File: src/rtl/instr_interface_packer_if.sv
// Bundles the host beat handshake and the packed-instruction delivery signals
// of the instruction packer.
interface instr_interface_packer_if #(
    parameter int IN_WIDTH      = 16,
    parameter int INSTR_WIDTH   = 64,
    parameter int ERR_CNT_WIDTH = 8
);
    logic [IN_WIDTH-1:0]      host_data;
    logic                     host_valid;
    logic                     host_sof;
    logic                     host_ready;
    logic                     buffer_full;
    logic [INSTR_WIDTH-1:0]   instr_out;
    logic                     instr_valid;
    logic [ERR_CNT_WIDTH-1:0] frame_err_cnt;

    modport master (
        output host_data, host_valid, host_sof, buffer_full,
        input  host_ready, instr_out, instr_valid, frame_err_cnt
    );

    modport slave (
        input  host_data, host_valid, host_sof, buffer_full,
        output host_ready, instr_out, instr_valid, frame_err_cnt
    );
endinterface

File: src/rtl/instr_interface_packer.sv
// Packs IN_WIDTH host beats into INSTR_WIDTH instructions with start-of-frame
// checking, holding a finished word until the downstream buffer has room.
module instr_interface_packer #(
    parameter int IN_WIDTH      = 16,
    parameter int INSTR_WIDTH   = 64,
    parameter int ERR_CNT_WIDTH = 8
) (
    input  logic                   external_clk,
    input  logic                   rst,
    instr_interface_packer_if.slave bus
);
    localparam int BEATS = INSTR_WIDTH / IN_WIDTH;
    localparam int IDX_W = (BEATS > 1) ? $clog2(BEATS) : 1;
    localparam logic [IDX_W-1:0] LAST_IDX = IDX_W'(BEATS - 1);

    if (INSTR_WIDTH % IN_WIDTH != 0) begin : g_width_check
        $error("IN_WIDTH must divide INSTR_WIDTH");
    end

    typedef enum logic {COLLECT, HOLD} state_t;

    state_t                 state;
    logic [IDX_W-1:0]       beat_idx;
    logic [INSTR_WIDTH-1:0] word_p0;

    logic             accept;
    logic             sof_err;
    logic             missing_sof;
    logic             take_beat;
    logic [IDX_W-1:0] place_idx;

    function automatic logic [ERR_CNT_WIDTH-1:0] sat_inc(input logic [ERR_CNT_WIDTH-1:0] v);
        return (&v) ? v : v + 1'b1;
    endfunction

    assign bus.host_ready = (state == COLLECT) && !rst;
    assign accept         = bus.host_valid && bus.host_ready;
    assign sof_err        = accept && bus.host_sof && (beat_idx != '0);
    assign missing_sof    = accept && !bus.host_sof && (beat_idx == '0);
    assign take_beat      = accept && !missing_sof;
    // A misplaced sof restarts the frame, so its beat lands in the LSBs.
    assign place_idx      = sof_err ? '0 : beat_idx;

    // Stage p0: beat assembly (data only, no reset)
    always_ff @(posedge external_clk) begin
        if (take_beat) begin
            word_p0[place_idx*IN_WIDTH +: IN_WIDTH] <= bus.host_data;
        end
    end

    // Control FSM and delivery registers
    always_ff @(posedge external_clk) begin
        if (rst) begin
            state             <= COLLECT;
            beat_idx          <= '0;
            bus.instr_out     <= '0;
            bus.instr_valid   <= 1'b0;
            bus.frame_err_cnt <= '0;
        end else begin
            bus.instr_valid <= 1'b0;
            case (state)
                COLLECT: begin
                    if (accept) begin
                        if (missing_sof) begin
                            bus.frame_err_cnt <= sat_inc(bus.frame_err_cnt);
                        end else if (sof_err) begin
                            bus.frame_err_cnt <= sat_inc(bus.frame_err_cnt);
                            beat_idx          <= IDX_W'(1);
                        end else if (beat_idx == LAST_IDX) begin
                            beat_idx <= '0;
                            state    <= HOLD;
                        end else begin
                            beat_idx <= beat_idx + 1'b1;
                        end
                    end
                end
                HOLD: begin
                    if (!bus.buffer_full) begin
                        bus.instr_out   <= word_p0;
                        bus.instr_valid <= 1'b1;
                        beat_idx        <= '0;
                        state           <= COLLECT;
                    end
                end
                default: state <= COLLECT;
            endcase
        end
    end
endmodule
File: src/flat_wrapper.sv
// flat-port wrapper written by rule: the top's interface ports become plain ports
module instr_interface_packer_flat 
#(
    parameter int IN_WIDTH      = 16,
    parameter int INSTR_WIDTH   = 64,
    parameter int ERR_CNT_WIDTH = 8
)
  (external_clk, rst, bus_host_data, bus_host_valid, bus_host_sof, bus_buffer_full, bus_host_ready, bus_instr_out, bus_instr_valid, bus_frame_err_cnt);
  instr_interface_packer_if #(.IN_WIDTH(IN_WIDTH), .INSTR_WIDTH(INSTR_WIDTH), .ERR_CNT_WIDTH(ERR_CNT_WIDTH)) bus_i ();
  input  logic external_clk;
  input  logic rst;
  input wire logic [$bits(bus_i.host_data)-1:0] bus_host_data;
  input wire logic [$bits(bus_i.host_valid)-1:0] bus_host_valid;
  input wire logic [$bits(bus_i.host_sof)-1:0] bus_host_sof;
  input wire logic [$bits(bus_i.buffer_full)-1:0] bus_buffer_full;
  output wire logic [$bits(bus_i.host_ready)-1:0] bus_host_ready;
  output wire logic [$bits(bus_i.instr_out)-1:0] bus_instr_out;
  output wire logic [$bits(bus_i.instr_valid)-1:0] bus_instr_valid;
  output wire logic [$bits(bus_i.frame_err_cnt)-1:0] bus_frame_err_cnt;
  assign bus_i.host_data = bus_host_data;
  assign bus_i.host_valid = bus_host_valid;
  assign bus_i.host_sof = bus_host_sof;
  assign bus_i.buffer_full = bus_buffer_full;
  assign bus_host_ready = bus_i.host_ready;
  assign bus_instr_out = bus_i.instr_out;
  assign bus_instr_valid = bus_i.instr_valid;
  assign bus_frame_err_cnt = bus_i.frame_err_cnt;
  instr_interface_packer #(.IN_WIDTH(IN_WIDTH), .INSTR_WIDTH(INSTR_WIDTH), .ERR_CNT_WIDTH(ERR_CNT_WIDTH)) u_core (.external_clk(external_clk), .rst(rst), .bus(bus_i));
endmodule
File: config.mk
export PLATFORM = sky130hd
export DESIGN_NAME = instr_interface_packer_flat
export DESIGN_NICKNAME = d
export VERILOG_FILES = /design/src/rtl/instr_interface_packer_if.sv /design/src/rtl/instr_interface_packer.sv /design/src/flat_wrapper.sv
export SDC_FILE = /design/constraint.sdc
export NUM_CORES = 1
export LEC_CHECK = 0
export CAP_MARGIN = 20
export CORE_MARGIN = 2
export CORE_UTILIZATION = 52
export CTS_CLUSTER_DIAMETER = 60
export CTS_CLUSTER_SIZE = 20
export DETAILED_ROUTE_END_ITERATION = 8
export GPL_TIMING_DRIVEN = 0
export PLACE_DENSITY = 0.79
export SYNTH_ARGS = -nofsm -noshare
export SYNTH_HDL_FRONTEND = slang
export SYNTH_SLANG_ARGS = --single-unit
File: constraint.sdc
create_clock -name external_clk -period 4.6 [get_ports external_clk]
set_input_delay 1.38 -clock external_clk [delete_from_list [all_inputs] [get_ports external_clk]]
set_output_delay 1.38 -clock external_clk [all_outputs]
set_load 0.02 [all_outputs]
==> results of run 1 <==
[metrics by stage]
stage,hold slack (ns),setup WS [ns]
finish,0.453,0.299
global route,0.475,0.0257
global placement,0.446,0.0672
CTS,0.456,0.315
floorplan,0.471,0.889
detailed placement,0.447,-0.170
[critical path, stage by stage]
cell and delay [ns]:
clkdlybuf4s50_1 0.45, or3b_1 0.34, buf_2 0.17, o21ai_1 0.51, ha_1 0.39, nor4_1 0.84
clkbuf_1 0.39, and2_1 0.21
[cell usage in the layout (no fill, tap or decap), types with 2 or more instances in the layout]
cell type and n:
nand2_1 134, clkdlybuf4s50_1 93, dfxtp_1 76, a21oi_1 71, and2_1 70, edfxtp_1 64, clkbuf_1 21, clkbuf_16 16
nor2_1 10, ha_1 8, inv_1 7, or3_1 6, buf_1 5, o21ai_0 4, clkinvlp_4 4, clkinv_4 4
bufinv_16 4, buf_2 3, nand3_1 3, nand2b_1 2, xnor2_1 2, nor3_1 2
[worst min-delay path by stage]
| stage | end | slack, ns | cells after the start |
|---|---|---|---|
| 3_3_place_gp | u_core.bus.instr_out[8]$_SDFFE_PP0P_ | 0.45 | 2 |
| 4_1_cts | u_core.bus.instr_out[27]$_SDFFE_PP0P_ | 0.46 | 2 |
| 5_1_grt | u_core.bus.instr_out[7]$_SDFFE_PP0P_ | 0.48 | 2 |
| 6_report | u_core.bus.instr_out[12]$_SDFFE_PP0P_ | 0.45 | 2 |
| 2_1_floorplan | u_core.bus.instr_out[0]$_SDFFE_PP0P_ | 0.47 | 2 |
| 3_5_place_dp | u_core.bus.instr_out[12]$_SDFFE_PP0P_ | 0.45 | 2 |
[power by group through the flow]
stage	combinational [uW]	clock, uW	sequential (uW)
6_report	98.4	1410	1310
5_1_grt	105	1470	1320
4_1_cts	97.1	1420	1310
3_5_place_dp	94.9	0	1340
3_3_place_gp	91.0	0	1340
2_1_floorplan	46.0	0	1340
[cell type report]
type                    count  area [sq um]
inverters                   7          26.3
flip-flops and latches    140          3440
clock buffers              18           418
fillers                   714          2840
clock inverters            13           194
well taps                 133           166
repair buffers             93           931
plain buffers              28           109
multi-input cells         330          1690
[cells in the mapped netlist (2+ instances only)]
master    number
a21oi_1       71
and2_1        70
buf_1          5
buf_2          3
clkbuf_1      20
dfxtp_1       76
edfxtp_1      64
ha_1           8
inv_1          7
nand2_1      134
nand2b_1       2
nand3_1        3
nor2_1        10
nor3_1         2
o21ai_0        4
or3_1          6
xnor2_1        2
[metal layers]
layer,track usage (%),routed length (microns)
met1,28.7,5320
met5,0,0
met3,6.67,936
met2,42.2,6570
met4,11.0,405
[logic make-up (layout without fill, tap and decap cells)]
group                    after synthesis  after routing  share of synthesized area (%)
XOR/XNOR                               2              2                          0.333
flip-flops                           140            140                           65.4
buffers and inverters                 35            159                           2.57
multiplexers                           1              1                          0.190
AO/OA/AOI/OAI                         83             83                           8.29
AND/OR/NAND/NOR                      236            236                           21.4
adder cells (fa/ha/maj)                8              8                           1.90
[flip-flops by register name, indices dropped and copies added (netlist names)]
register                  cells
u_core.word_p0               64
u_core.bus.instr_out         64
u_core.bus.frame_err_cnt      8
u_core.state                  1
u_core.bus.instr_valid        1
u_core.beat_idx               2
==> reports/qor.csv, run 1 <==
stage;metric;value;unit
worst_setup_path;end_kind;register;
clocking;cts_hold_buf;0;
final_layout;fin_cells;762;
die;pin_count;95;
power;p_leak;0.00226;uW
timing;slew_headroom;35.9;%
worst_setup_path;arrival;4.68;ns
timing;setup_viol;0;
worst_setup_path;rr_endpoint;u_core.word_p0[62]$_DFFE_PP_;
logic_synthesis;synth.area.top_cells;edfxtp_1 36%, dfxtp_1 29%, nand2_1 9.5%, and2_1 8.3%, a21oi_1 6.7%;
power;combPwrFrac;3.5;%
timing;hold_viol;0;
logic_synthesis;synthesis.area;5270;sq um
logic_synthesis;synth_seq_cells;140;
global_route;grt_usage;24.5;%
clocking;cts_buffers;17;
route;via_per_inst;5.27;
final_layout;nets;646;
worst_hold_path;hold_start;u_core.bus.instr_out[12]$_SDFFE_PP0P_;
clocking;cts_htree_levels;4;
timing;rsz0062_at_grt;no;
worst_setup_path;regToRegStartpoint;u_core.beat_idx[0]$_SDFFE_PP0P_;
worst_setup_path;start_kind;input port;
timing;layout_min_cycle_time;4.30;ns
die;dieArea;11000;sq um
die;chipHeight;105;microns
clocking;clock-sinks;140;
worst_setup_path;crit_type;input port to register;
global_route;antenna_found_initial;0;
power;internal-power;2230;uW
route;wl;13200;microns
worst_setup_path;critPathLaunch;bus_host_valid;
worst_setup_path;rr_worst_depth;8;
route;drc_errors;0;
die;core-area;9820;sq um
timing;min_period_over_period;93.5;%
logic_synthesis;synth_nets;534;
place;io_buffer_count;93;
logic_synthesis;yosysWarnings;0;
final_layout;drive_gt1_share;5.56;%
power;clockPowerShare;49.9;%
logic_synthesis;yosysTopAreaCell;edfxtp_1;
die;num_rows;36;
route;wire_per_inst;17.4;microns
final_layout;finish.utilization;71.0;%
logic_synthesis;avgSynthCellArea;10.4;sq um
power;seqPwrFrac;46.6;%
power;power.density;404;nW/um^2
global_route;grt_max_degree;17;
place;postPlaceCellArea;6360;sq um
die;die-width;105;microns
timing;slew_violations;0;
place;gp_congestion;0.866;
final_layout;insertedDiodeCount;0;
route;drtAntennaViolNets;0;
clocking;path_clk_slew;0.06;ns
place;numPlacedInstances;731;
timing;finClkSkew;0.0131;ns
route;drt_iter0_markers;226;
power;report.power.total;2820;uW
power;peakVddDrop;0.299;mV
clocking;postCtsSetupBuffers;0;
logic_synthesis;synth_cells;505;
worst_setup_path;crit_required;4.98;ns
clocking;ctsResizeCount;0;
clocking;cts_buffer_depth;2;
flow_run;cap_violations;0;
final_layout;area_delta_synth_final;32.4;%
route;drtPass1Iterations;4;
timing;fmax;0.232;GHz
clocking;clk_latency;0.52;ns
logic_synthesis;yosys.area.top_type_share;36.5;%
timing;tightest_slew;0.953;ns
power;switching_power;591;uW
worst_hold_path;hold_path_class;register to register;
logic_synthesis;synth_ff_type;dfxtp_1;
outcome;status;complete, no violations;
power;sw_frac_of_total;20.9;%
final_layout;final_area;6980;sq um
worst_setup_path;worst-path-max-fanout;10;
logic_synthesis;synth-edff-count;64;
place;dp_hpwl;8710;microns
logic_synthesis;synth.distinct_cells;35;
die;initial_core_util;53.6;%
worst_setup_path;endpoint;u_core.word_p0[62]$_DFFE_PP_;
route;route.vias.total;4017;
global_route;grt_pass1_vias;4052;
clocking;cts_root_buffer;clkbuf_8;
global_route;grt_pass1_wl;20500;microns
logic_synthesis;ys_async_sr_fraction;0;%
timing;setup_tns;0;ns
worst_setup_path;reg2reg_slack;1.15;ns
global_route;gr-total-overflow;0;
clocking;cts_tree;built;
logic_synthesis;yosysSeqAreaShare;65.4;%
Power figures use the tool's default switching activity.
==> run 2: changes to the inputs <==
--- a/config.mk
+++ b/config.mk
@@ -13,6 +13,7 @@
 export DETAILED_ROUTE_END_ITERATION = 8
 export GPL_TIMING_DRIVEN = 0
 export PLACE_DENSITY = 0.79
+export SLEW_MARGIN = 20
 export SYNTH_ARGS = -nofsm -noshare
 export SYNTH_HDL_FRONTEND = slang
 export SYNTH_SLANG_ARGS = --single-unit
==> constraint.sdc (replaced) <==
create_clock -name external_clk -period 4.5 [get_ports external_clk]
set_input_delay 1.35 -clock external_clk [delete_from_list [all_inputs] [get_ports external_clk]]
set_output_delay 1.35 -clock external_clk [all_outputs]
set_load 0.02 [all_outputs]
==> reports/qor.csv, run 2 (same netlist as run 1, synthesis figures left out) <==
stage;metric;value;unit
outcome;status;complete, no violations;
power;report.power.total;2880;uW
timing;slew_violations;0;
route;drc_errors;0;
worst_hold_path;worstHoldPathCells;2;
route;wire_per_inst;17.3;microns
final_layout;reg_top3;u_core.bus.instr_out (64), u_core.word_p0 (64), u_core.bus.frame_err_cnt (8);
clocking;cts_htree_levels;4;
worst_setup_path;end_kind;register;
final_layout;nets;646;
timing;finClkSkew;0.0101;ns
timing;slew_headroom;44.4;%
global_route;grt_pass1_vias;4052;
power;p_leak;0.00226;uW
place;dp_hpwl;8710;microns
worst_setup_path;slowest_delay;0.61;ns
clocking;cts_tree;built;
route;wl;13200;microns
global_route;antenna_found_initial;0;
die;dieArea;11000;sq um
timing;layout_min_cycle_time;4.11;ns
route;route.vias.total;4007;
worst_hold_path;holdPathEnd;u_core.bus.instr_out[12]$_SDFFE_PP0P_;
worst_setup_path;reg2reg_slack;1.23;ns
timing;min_period_over_period;91.3;%
clocking;cts_buffer_depth;2;
flow_run;cap_violations;0;
die;pin_count;95;
timing;setup_viol;0;
timing;hold_viol;0;
final_layout;layout.cells.most_common;nand2_1;
worst_setup_path;rr_endpoint;u_core.word_p0[62]$_DFFE_PP_;
worst_setup_path;cpLargestDelayFamily;simple AND/OR/NAND/NOR gates;
place;postPlaceCellArea;6360;sq um
worst_setup_path;crit_buf_inv;3;
timing;hold_slack;0.453;ns
die;core-area;9820;sq um
die;initial_core_util;53.6;%
worst_setup_path;worst-path-max-fanout;10;
worst_hold_path;hold_start;u_core.bus.instr_out[12]$_SDFFE_PP0P_;
die;die-width;105;microns
timing;fmax;0.243;GHz
worst_setup_path;crit_type;input port to register;
clocking;cts_buffers;17;
worst_setup_path;regToRegStartpoint;u_core.beat_idx[0]$_SDFFE_PP0P_;
die;num_rows;36;
final_layout;n_fill_cell;714;
route;via_per_inst;5.26;
clocking;postCtsSetupBuffers;0;
clocking;cts_root_buffer;clkbuf_8;
worst_hold_path;hold_path_class;register to register;
final_layout;drive_gt1_share;5.72;%
clocking;clock-sinks;140;
timing;setup_tns;0;ns
route;drtAntennaViolNets;0;
power;peakVddDrop;0.306;mV
worst_setup_path;crit_cells;8;
global_route;gr-total-overflow;0;
worst_setup_path;crit_chain;clkdlybuf4s50_1, or3b_1, buf_2, o21ai_1, ha_1, nor4_2, clkbuf_1, and2_1;
route;drtPass1Iterations;4;
route;drt_iter0_markers;247;
worst_setup_path;arrival;4.49;ns
die;chipHeight;105;microns
worst_setup_path;slowest_stage;nor4_2;
global_route;grt_usage;24.5;%
timing;tightest_slew;0.834;ns
worst_setup_path;rr_worst_depth;8;
power;power.density;413;nW/um^2
clocking;path_clk_slew;0.06;ns
final_layout;area_delta_synth_final;32.6;%
final_layout;insertedDiodeCount;0;
place;gp_congestion;0.866;
global_route;grt_max_degree;17;
global_route;grt_pass1_wl;20500;microns
worst_setup_path;crit_required;4.88;ns
worst_setup_path;start_kind;input port;
place;io_buffer_count;93;
timing;rsz0062_at_grt;no;
clocking;clk_latency;0.52;ns
final_layout;final_cell_mix;134 x nand2_1, 93 x clkdlybuf4s50_1, 76 x dfxtp_1;
final_layout;final_area;6980;sq um
run 2: changes by cell type in the layout (fill, tap and decap cells not counted):
| cell | before | now |
|---|---|---|
| nor4_1 | 1 | 0 |
| nor4_2 | 0 | 1 |
run 2: how the worst max path moves through the flow:
stage | startpoint | end | slack, ns
floorplan | rst | u_core.word_p0[49]$_DFFE_PP_ | 0.82
global placement | bus_host_valid | u_core.word_p0[51]$_DFFE_PP_ | -0.003
detailed placement | bus_host_valid | u_core.word_p0[59]$_DFFE_PP_ | -0.24
CTS | bus_host_valid | u_core.word_p0[62]$_DFFE_PP_ | 0.25
global route | bus_host_valid | u_core.word_p0[62]$_DFFE_PP_ | 0.21
finish | bus_host_valid | u_core.word_p0[62]$_DFFE_PP_ | 0.39
run 2: per-layer routing:
| metal | share of wire [%] | GRT usage [%] | vias up | wire, microns |
|---|---|---|---|---|
| met5 | 0 | 0 | - | 0 |
| met4 | 2.7 | 11.0 | 0 | 356 |
| met3 | 7.3 | 6.67 | 31 | 971 |
| met2 | 50 | 42.2 | 160 | 6630 |
| met1 | 40 | 28.7 | 1910 | 5270 |
| li1 | - | - | 1906 | - |
run 2: stage by stage:
step	utilization, %	instances	setup WS [ns]
finish	71.1	762	0.391
global route	71.1	762	0.207
CTS	71.0	762	0.245
detailed placement	64.8	731	-0.240
global placement	64.8	731	-0.00278
floorplan	-	505	0.819
run 2: final cells by class:
cell class / instances / area (sq um) / area share (%)
repair buffers: 93 / 931 / 13.3
clock buffers: 18 / 418 / 5.98
inverters: 7 / 26.3 / 0.376
plain buffers: 28 / 109 / 1.56
clock inverters: 13 / 194 / 2.78
well taps: 133 / 166 / 2.38
flip-flops and latches: 140 / 3440 / 49.3
multi-input cells: 330 / 1700 / 24.3
run 2: what timing repair did:
action                     4_1_cts  5_1_grt
setup endpoints to repair        0       10
hold buffers                     0        0
resized for setup                0        1
run 2: worst reg2reg max path: cells and delay by family, from the launching register on:
kind                       cells  cell delay, ns
and+or+nand+nor                3            1.01
adders and majority gates      2            0.65
AOI/OAI and AO/OA              1            0.57
buffers and inverters          2            0.49
DFF                            1            0.41
run 2: power breakdown:
group / total, uW / internal [uW] / switching [uW]
sequential: 1340 / 1340 / 4.99
combinational: 101 / 38.8 / 62.3
clock: 1440 / 901 / 536
total: 2880 / 2280 / 603
